--- config.mk ---
export PLATFORM = sky130hd
export DESIGN_NAME = ws2812_frame_ctrl
export DESIGN_NICKNAME = d
export VERILOG_FILES = /design/src/rtl/ws2812_pkg.sv /design/src/rtl/ws2812_rx_parser.sv /design/src/rtl/ws2812_frame_ctrl.sv
export SDC_FILE = /design/constraint.sdc
export NUM_CORES = 1
export LEC_CHECK = 0
export BUFFER_PORTS_ARGS = -buffer_cell sky130_fd_sc_hd__buf_2
export CAP_MARGIN = 10
export CORE_MARGIN = 2
export CORE_UTILIZATION = 50
export DETAILED_ROUTE_END_ITERATION = 10
export GPL_TIMING_DRIVEN = 0
export PLACE_DENSITY_LB_ADDON = 0.25
export RECOVER_POWER = 25
export SYNTH_ARGS = -nofsm -noshare
export SYNTH_HDL_FRONTEND = slang
export SYNTH_HIERARCHICAL = 1
export SYNTH_SLANG_ARGS = --single-unit
export TNS_END_PERCENT = 10
--- constraint.sdc ---
create_clock -name i_Clock -period 3.3 [get_ports i_Clock]
set_clock_uncertainty 0.05 [all_clocks]
set_input_delay 0.99 -clock i_Clock [delete_from_list [all_inputs] [get_ports i_Clock]]
set_output_delay 0.99 -clock i_Clock [all_outputs]
set_load 0.005 [all_outputs]
--- src/rtl/ws2812_pkg.sv ---
// Shared types and default timing for the WS2812 frame controller.
package ws2812_pkg;

  typedef enum logic [2:0] {
    S_IDLE,
    S_LOAD,
    S_START,
    S_WAIT,
    S_LATCH
  } sched_state_e;

  typedef enum logic [1:0] {
    P_IDX,
    P_G,
    P_R,
    P_B
  } parse_state_e;

  // {G,R,B}, G in the top byte so bit 23 goes out first.
  typedef logic [23:0] grb_t;

  // Defaults for a 20 MHz clock: 750 us latch gap (comfortably past the
  // ~280 us reset time of newer parts), 2.5 ms inter-byte timeout.
  localparam int unsigned DEF_LATCH_CYCLES = 15000;
  localparam int unsigned DEF_RX_TIMEOUT   = 50000;
  localparam int unsigned DEF_ACK_TIMEOUT  = 1024;

endpackage

--- src/rtl/ws2812_rx_parser.sv ---
// UART byte parser: {index, G, R, B} packets -> pixel buffer write strobe.
module ws2812_rx_parser
  import ws2812_pkg::*;
#(
  parameter int unsigned NUM_LEDS   = 3,
  parameter int unsigned RX_TIMEOUT = DEF_RX_TIMEOUT,
  localparam int unsigned AW = (NUM_LEDS > 1) ? $clog2(NUM_LEDS) : 1
) (
  input  logic          i_Clock,
  input  logic          i_Reset,
  input  logic          i_Rx_DV,
  input  logic [7:0]    i_Rx_Byte,
  output logic          o_Wr_En,
  output logic [AW-1:0] o_Wr_Idx,
  output grb_t          o_Wr_Data,
  output logic          o_Err
);

  localparam int unsigned TW = $clog2(RX_TIMEOUT + 1);

  parse_state_e  state_q, state_d;
  logic [7:0]    idx_q, g_q, r_q;
  logic [TW-1:0] idle_q, idle_d;
  logic          timed_out;
  logic          idx_ok;

  // Idle counter saturates at RX_TIMEOUT so it never wraps back to "active".
  assign timed_out = (idle_q == TW'(RX_TIMEOUT));
  assign idx_ok    = ({1'b0, idx_q} < 9'(NUM_LEDS));

  // Next-state: one step per byte, silent fall-back to IDX on a stalled packet.
  always_comb begin
    state_d = state_q;
    idle_d  = idle_q;
    o_Wr_En = 1'b0;
    o_Err   = 1'b0;
    if (i_Rx_DV) begin
      idle_d = '0;
      case (state_q)
        P_IDX:   state_d = P_G;
        P_G:     state_d = P_R;
        P_R:     state_d = P_B;
        default: begin
          state_d = P_IDX;
          o_Wr_En = idx_ok;
          o_Err   = !idx_ok;
        end
      endcase
    end else begin
      if (!timed_out) idle_d = idle_q + TW'(1);
      if (timed_out && state_q != P_IDX) state_d = P_IDX;
    end
  end

  // State, idle counter and captured packet bytes.
  always_ff @(posedge i_Clock) begin
    if (i_Reset) begin
      state_q <= P_IDX;
      idle_q  <= '0;
      idx_q   <= '0;
      g_q     <= '0;
      r_q     <= '0;
    end else begin
      state_q <= state_d;
      idle_q  <= idle_d;
      if (i_Rx_DV) begin
        case (state_q)
          P_IDX:   idx_q <= i_Rx_Byte;
          P_G:     g_q   <= i_Rx_Byte;
          P_R:     r_q   <= i_Rx_Byte;
          default: ;
        endcase
      end
    end
  end

  // B byte is taken straight from the bus so the write lands on its own edge.
  assign o_Wr_Idx  = idx_q[AW-1:0];
  assign o_Wr_Data = {g_q, r_q, i_Rx_Byte};

endmodule

--- src/rtl/ws2812_frame_ctrl.sv ---
// Frame scheduler: pixel buffer, per-pixel start/ready handshake, latch gap.
module ws2812_frame_ctrl
  import ws2812_pkg::*;
#(
  parameter int unsigned NUM_LEDS     = 3,
  parameter int unsigned LATCH_CYCLES = DEF_LATCH_CYCLES,
  parameter int unsigned RX_TIMEOUT   = DEF_RX_TIMEOUT,
  parameter int unsigned ACK_TIMEOUT  = DEF_ACK_TIMEOUT
) (
  input  logic        i_Clock,
  input  logic        i_Reset,
  input  logic        i_Rx_DV,
  input  logic [7:0]  i_Rx_Byte,
  input  logic        i_Refresh,
  input  logic        i_Ser_Ready,
  output logic        o_Ser_Start,
  output logic [23:0] o_Ser_Pixel,
  output logic        o_Busy,
  output logic        o_Frame_Done,
  output logic        o_Err
);

  localparam int unsigned PW   = $clog2(NUM_LEDS) + 1;
  localparam int unsigned AW   = (NUM_LEDS > 1) ? $clog2(NUM_LEDS) : 1;
  localparam int unsigned CMAX = (LATCH_CYCLES > ACK_TIMEOUT) ? LATCH_CYCLES : ACK_TIMEOUT;
  localparam int unsigned CW   = $clog2(CMAX + 1);

  logic          wr_en;
  logic [AW-1:0] wr_idx;
  grb_t          wr_data;
  logic          parse_err;

  grb_t          buf_q [NUM_LEDS];

  sched_state_e  state_q, state_d;
  logic [PW-1:0] pix_idx_q, pix_idx_d;
  grb_t          pixel_q, pixel_d;
  logic [CW-1:0] cnt_q, cnt_d;
  logic          dirty_q, dirty_d;
  logic          refresh_q, refresh_d;
  logic          done_q, done_d;
  logic          err_q;
  logic          ack_to;

  ws2812_rx_parser #(
    .NUM_LEDS   (NUM_LEDS),
    .RX_TIMEOUT (RX_TIMEOUT)
  ) u_parser (
    .i_Clock   (i_Clock),
    .i_Reset   (i_Reset),
    .i_Rx_DV   (i_Rx_DV),
    .i_Rx_Byte (i_Rx_Byte),
    .o_Wr_En   (wr_en),
    .o_Wr_Idx  (wr_idx),
    .o_Wr_Data (wr_data),
    .o_Err     (parse_err)
  );

  // Pixel buffer: written whenever a packet completes, regardless of scheduler state.
  always_ff @(posedge i_Clock) begin
    if (i_Reset) begin
      for (int i = 0; i < NUM_LEDS; i++) buf_q[i] <= '0;
    end else if (wr_en) begin
      buf_q[wr_idx] <= wr_data;
    end
  end

  // Scheduler next-state; shared counter times both the ack wait and the latch gap.
  always_comb begin
    state_d   = state_q;
    pix_idx_d = pix_idx_q;
    pixel_d   = pixel_q;
    cnt_d     = '0;
    dirty_d   = dirty_q;
    refresh_d = refresh_q;
    done_d    = 1'b0;
    ack_to    = 1'b0;
    case (state_q)
      S_IDLE: begin
        if ((dirty_q || refresh_q) && i_Ser_Ready) begin
          state_d   = S_LOAD;
          pix_idx_d = '0;
          dirty_d   = 1'b0;
          refresh_d = 1'b0;
        end
      end
      S_LOAD: begin
        pixel_d = buf_q[pix_idx_q[AW-1:0]];
        state_d = S_START;
      end
      S_START: begin
        if (!i_Ser_Ready) begin
          state_d = S_WAIT;
        end else if (cnt_q == CW'(ACK_TIMEOUT - 1)) begin
          ack_to  = 1'b1;
          state_d = S_LATCH;
        end else begin
          cnt_d = cnt_q + CW'(1);
        end
      end
      S_WAIT: begin
        if (i_Ser_Ready) begin
          if (pix_idx_q < PW'(NUM_LEDS - 1)) begin
            pix_idx_d = pix_idx_q + PW'(1);
            state_d   = S_LOAD;
          end else begin
            state_d = S_LATCH;
          end
        end
      end
      S_LATCH: begin
        if (cnt_q == CW'(LATCH_CYCLES - 1)) begin
          done_d  = 1'b1;
          state_d = S_IDLE;
        end else begin
          cnt_d = cnt_q + CW'(1);
        end
      end
      default: state_d = S_IDLE;
    endcase
    // New requests win over the clear taken when a frame begins.
    if (wr_en)     dirty_d   = 1'b1;
    if (i_Refresh) refresh_d = 1'b1;
  end

  // Scheduler registers; reset forces a full re-blank.
  always_ff @(posedge i_Clock) begin
    if (i_Reset) begin
      state_q   <= S_IDLE;
      pix_idx_q <= '0;
      pixel_q   <= '0;
      cnt_q     <= '0;
      dirty_q   <= 1'b1;
      refresh_q <= 1'b0;
      done_q    <= 1'b0;
      err_q     <= 1'b0;
    end else begin
      state_q   <= state_d;
      pix_idx_q <= pix_idx_d;
      pixel_q   <= pixel_d;
      cnt_q     <= cnt_d;
      dirty_q   <= dirty_d;
      refresh_q <= refresh_d;
      done_q    <= done_d;
      err_q     <= parse_err | ack_to;
    end
  end

  assign o_Ser_Start  = (state_q == S_START);
  assign o_Ser_Pixel  = pixel_q;
  assign o_Busy       = (state_q != S_IDLE);
  assign o_Frame_Done = done_q;
  assign o_Err        = err_q;

endmodule

==> reports/metrics.yaml <==
path_max_fanout: 12
dieWidth_um: 130.2
grt_antenna_before_repair: 0
root_buffer: "clkbuf_16"
cts_made_buffers: 17
rsz0062_at_grt: "false"
r2r_start: "u_parser/idx_q[2]"
path_buf_inv: 2
clock_latency_ps: 420
cts_hold_buf: 0
p_leak_nw: 3.115
rows: 46
drv_slew: 0
cp-endpoint: "buf_q[2][0]"
required_ps: 3340
final_layout_size_suffix_gt1_share_pct: 14.91
p_per_area_nw_per_um2: 579.4
post_cts_buffers: 0
slowest_delay_ps: 440
drt_pass1_iterations: 5
grt_overflow: 0
antenna_cells: 0
p_seq_share_pct: 50.3
slowest_stage: "or2_2"
synth_edf_count: 96
die_area_um2: 16940
htree_num_levels: 4
clockPowerShare_pct: 35.2
p_comb_share_pct: 14.5
yosysTopAreaCell: "edfxtp_1"
nNetsFinal: 766
initial_core_util_pct: 50.65
ys_seq_area_share_pct: 58.86
multi_input_area_um2: 2992
dp_hpwl_um: 11650
end_kind: "flip-flop"
ir_worst_vdd_mv: 0.3906
core-area_um2: 15710
hold_depth: 2
arrival_ps: 2990
max_freq_mhz: 338.9
period_needed_ps: 2951
ys.flop_type: "edfxtp_1"
cts_buffer_depth: 2
portBuffers: 39
setup_viol: 0
ant_nets: 0
grt.total_usage_pct: 20.89
wirelength_um: 16730
dp_cells: 941
synth_fp_nets: 706
r2r_cells: 7
viasPerCell: 5.486
postSynthAreaPerCell_um2: 11.62
switchingPower_mw: 1.345
drt_iter0_markers: 309
dr_total_vias: 5343
regArea_um2: 4684
yosys_warnings: 6
critical_path.top_delay_family: "simple AND/OR/NAND/NOR gates"
fin_hold_ws_ps: 406.9
cts_tree: "done"
final_core_util_pct: 57.00
max-slew-margin-rel_pct: 49.43
gp_congestion: 0.8182
fillers: 1354
worstReg2RegEnd: "buf_q[2][0]"
worstSetupStartpointType: "primary input"
worst_slew_pin_slew_ps: 756.2
syn_inst: 685
grt_pass1_wl_um: 26700
hold_viol_final: 0
finalCritPeriodShare_pct: 89.43
grt_pass1_vias: 5271
status: "finished clean"
wl_per_cell_um: 17.17
crit_start: "i_Rx_DV"
maxCapViolCount: 0
p_int_mw: 3.844
layout.cells.non_filler: 974
placed_cell_area_um2: 8452
async_reset_ff_share_pct: 0
worstPathCellList: "clkbuf_1, clkbuf_2, nand2_1, nor2_1, nor2b_1, nand2_1, nor2_1, or2_2"
syn_area_um2: 7959
syn2layout_area_growth_pct: 12.53
grt_max_degree: 25
synth_area_leaders: "edfxtp_1, dfxtp_1, mux4_2, and2_1, nand2_1"
r2r_setup_slack_ps: 700
power_mw: 5.189
design_area_um2: 8956
drc: 0
clk_pin_slew_ps: 60
synth_top_area_share_pct: 36.22
ys_seq_elements: 186
critPathKind: "in -> reg"
netSwitchingFraction_pct: 25.92
io_pins: 41
hp-class: "reg -> reg"
dieHeight_um: 130.2
clock_sinks: 186
ys_types: 58
cp.depth: 8
-- per-layer routing --
| metal | part of all wire, % | vias up | GRT usage, % | wire, µm |
|---|---|---|---|---|
| met2 | 49 | 174 | 34.99 | 8172 |
| met5 | 0 | - | 0 | 0 |
| met4 | 1.7 | 0 | 7.084 | 278 |
| met3 | 5.8 | 25 | 5.535 | 966 |
| met1 | 44 | 2583 | 26.48 | 7309 |
| li1 | - | 2561 | - | - |
-- Yosys cell counts (all sizes together) (3+ instances only) --
| cell | instances |
|---|---|
| a211oi | 3 |
| a21oi | 62 |
| and2 | 73 |
| and3 | 4 |
| buf | 18 |
| clkbuf | 32 |
| dfxtp | 90 |
| edfxtp | 96 |
| ha | 8 |
| inv | 9 |
| mux4 | 24 |
| nand2 | 93 |
| nand3 | 36 |
| nand4 | 7 |
| nor2 | 23 |
| nor3 | 22 |
| nor3b | 6 |
| nor4 | 7 |
| o21ai | 4 |
| or2 | 7 |
| or3 | 3 |
| or4 | 4 |
| xnor2 | 17 |
| xor2 | 7 |
-- kinds of logic after synthesis --
group	after synthesis	share of synthesized area, %
and+or+nand+nor	301	20.78
DFF	186	58.86
AOI/OAI and AO/OA	81	5.785
buffers and inverters	59	3.631
muxes	26	7.043
xor gates and xnor gates	24	2.641
adders and majority gates	8	1.258
-- layout by cell type (no fill, tap or decap), types with 5 or more instances in the layout --
cell,n
clkbuf_16,18
nor3_2,10
buf_4,8
nand4_1,7
dfxtp_1,90
buf_2,24
nand3_1,36
xnor2_1,17
xor2_1,7
nor2_1,23
inv_1,11
nor3_1,12
mux4_2,24
a21oi_1,62
and2_1,72
nor4_1,7
edfxtp_1,96
clkbuf_1,55
ha_1,8
nand2_1,93
nor3b_1,5
-- power by group through the flow --
stage / sequential, mW / combinational [mW] / clock [mW]
2_1_floorplan: 2.64 / 0.535 / 0
3_3_place_gp: 2.65 / 0.740 / 0
3_5_place_dp: 2.66 / 0.761 / 0
4_1_cts: 2.61 / 0.763 / 1.86
5_1_grt: 2.62 / 0.844 / 1.94
6_report: 2.61 / 0.754 / 1.82
-- tightest hold or removal path: stages (launching register included) --
cell and delay [ps]:
dfxtp_1 310, nand2_1 50, a21oi_1 50
-- how the worst min path moves through the flow --
stage,startpoint,end
CTS,o_Ser_Pixel[12],o_Ser_Pixel[12]
global route,o_Ser_Pixel[3],o_Ser_Pixel[3]
floorplan,u_parser/idx_q[5],u_parser/idx_q[5]
finish,o_Ser_Pixel[12],o_Ser_Pixel[12]
detailed placement,o_Ser_Pixel[12],o_Ser_Pixel[12]
global placement,u_parser/idx_q[2],u_parser/idx_q[2]
-- flip-flops by register name (all words and copies together) (netlist names) --
| register | cells |
|---|---|
| u_parser/idle_q | 16 |
| cnt_q | 14 |
| u_parser/g_q | 8 |
| dirty_q | 1 |
| state_q | 3 |
| u_parser/idx_q | 8 |
| u_parser/r_q | 8 |
| buf_q | 96 |
| pix_idx_q | 3 |
| refresh_q | 1 |
| o_Err | 1 |
| u_parser/state_q | 2 |
| o_Ser_Pixel | 24 |
| o_Frame_Done | 1 |
-- area by class of cell --
type	instances	area share, %
well taps	216	3.018
clock buffers	23	5.351
multi-input cells	441	33.40
repair buffers	40	2.221
inverters	9	0.3772
clock inverters	9	0.5448
plain buffers	50	2.780
flip-flops and latches	186	52.31
-- repair_timing --
item                                    CTS  global route
endpoints found under the setup margin   25           112
resized for setup                         2             5
gates cloned                              0             1
-- through the flow --
stage	setup slack (ps)	TNS, ps
floorplan	163.6	0
global placement	-727.0	-61190
detailed placement	-752.5	-49320
CTS	28.43	0
global route	28.21	0
finish	348.9	0
(Power assumes the default switching activity.)
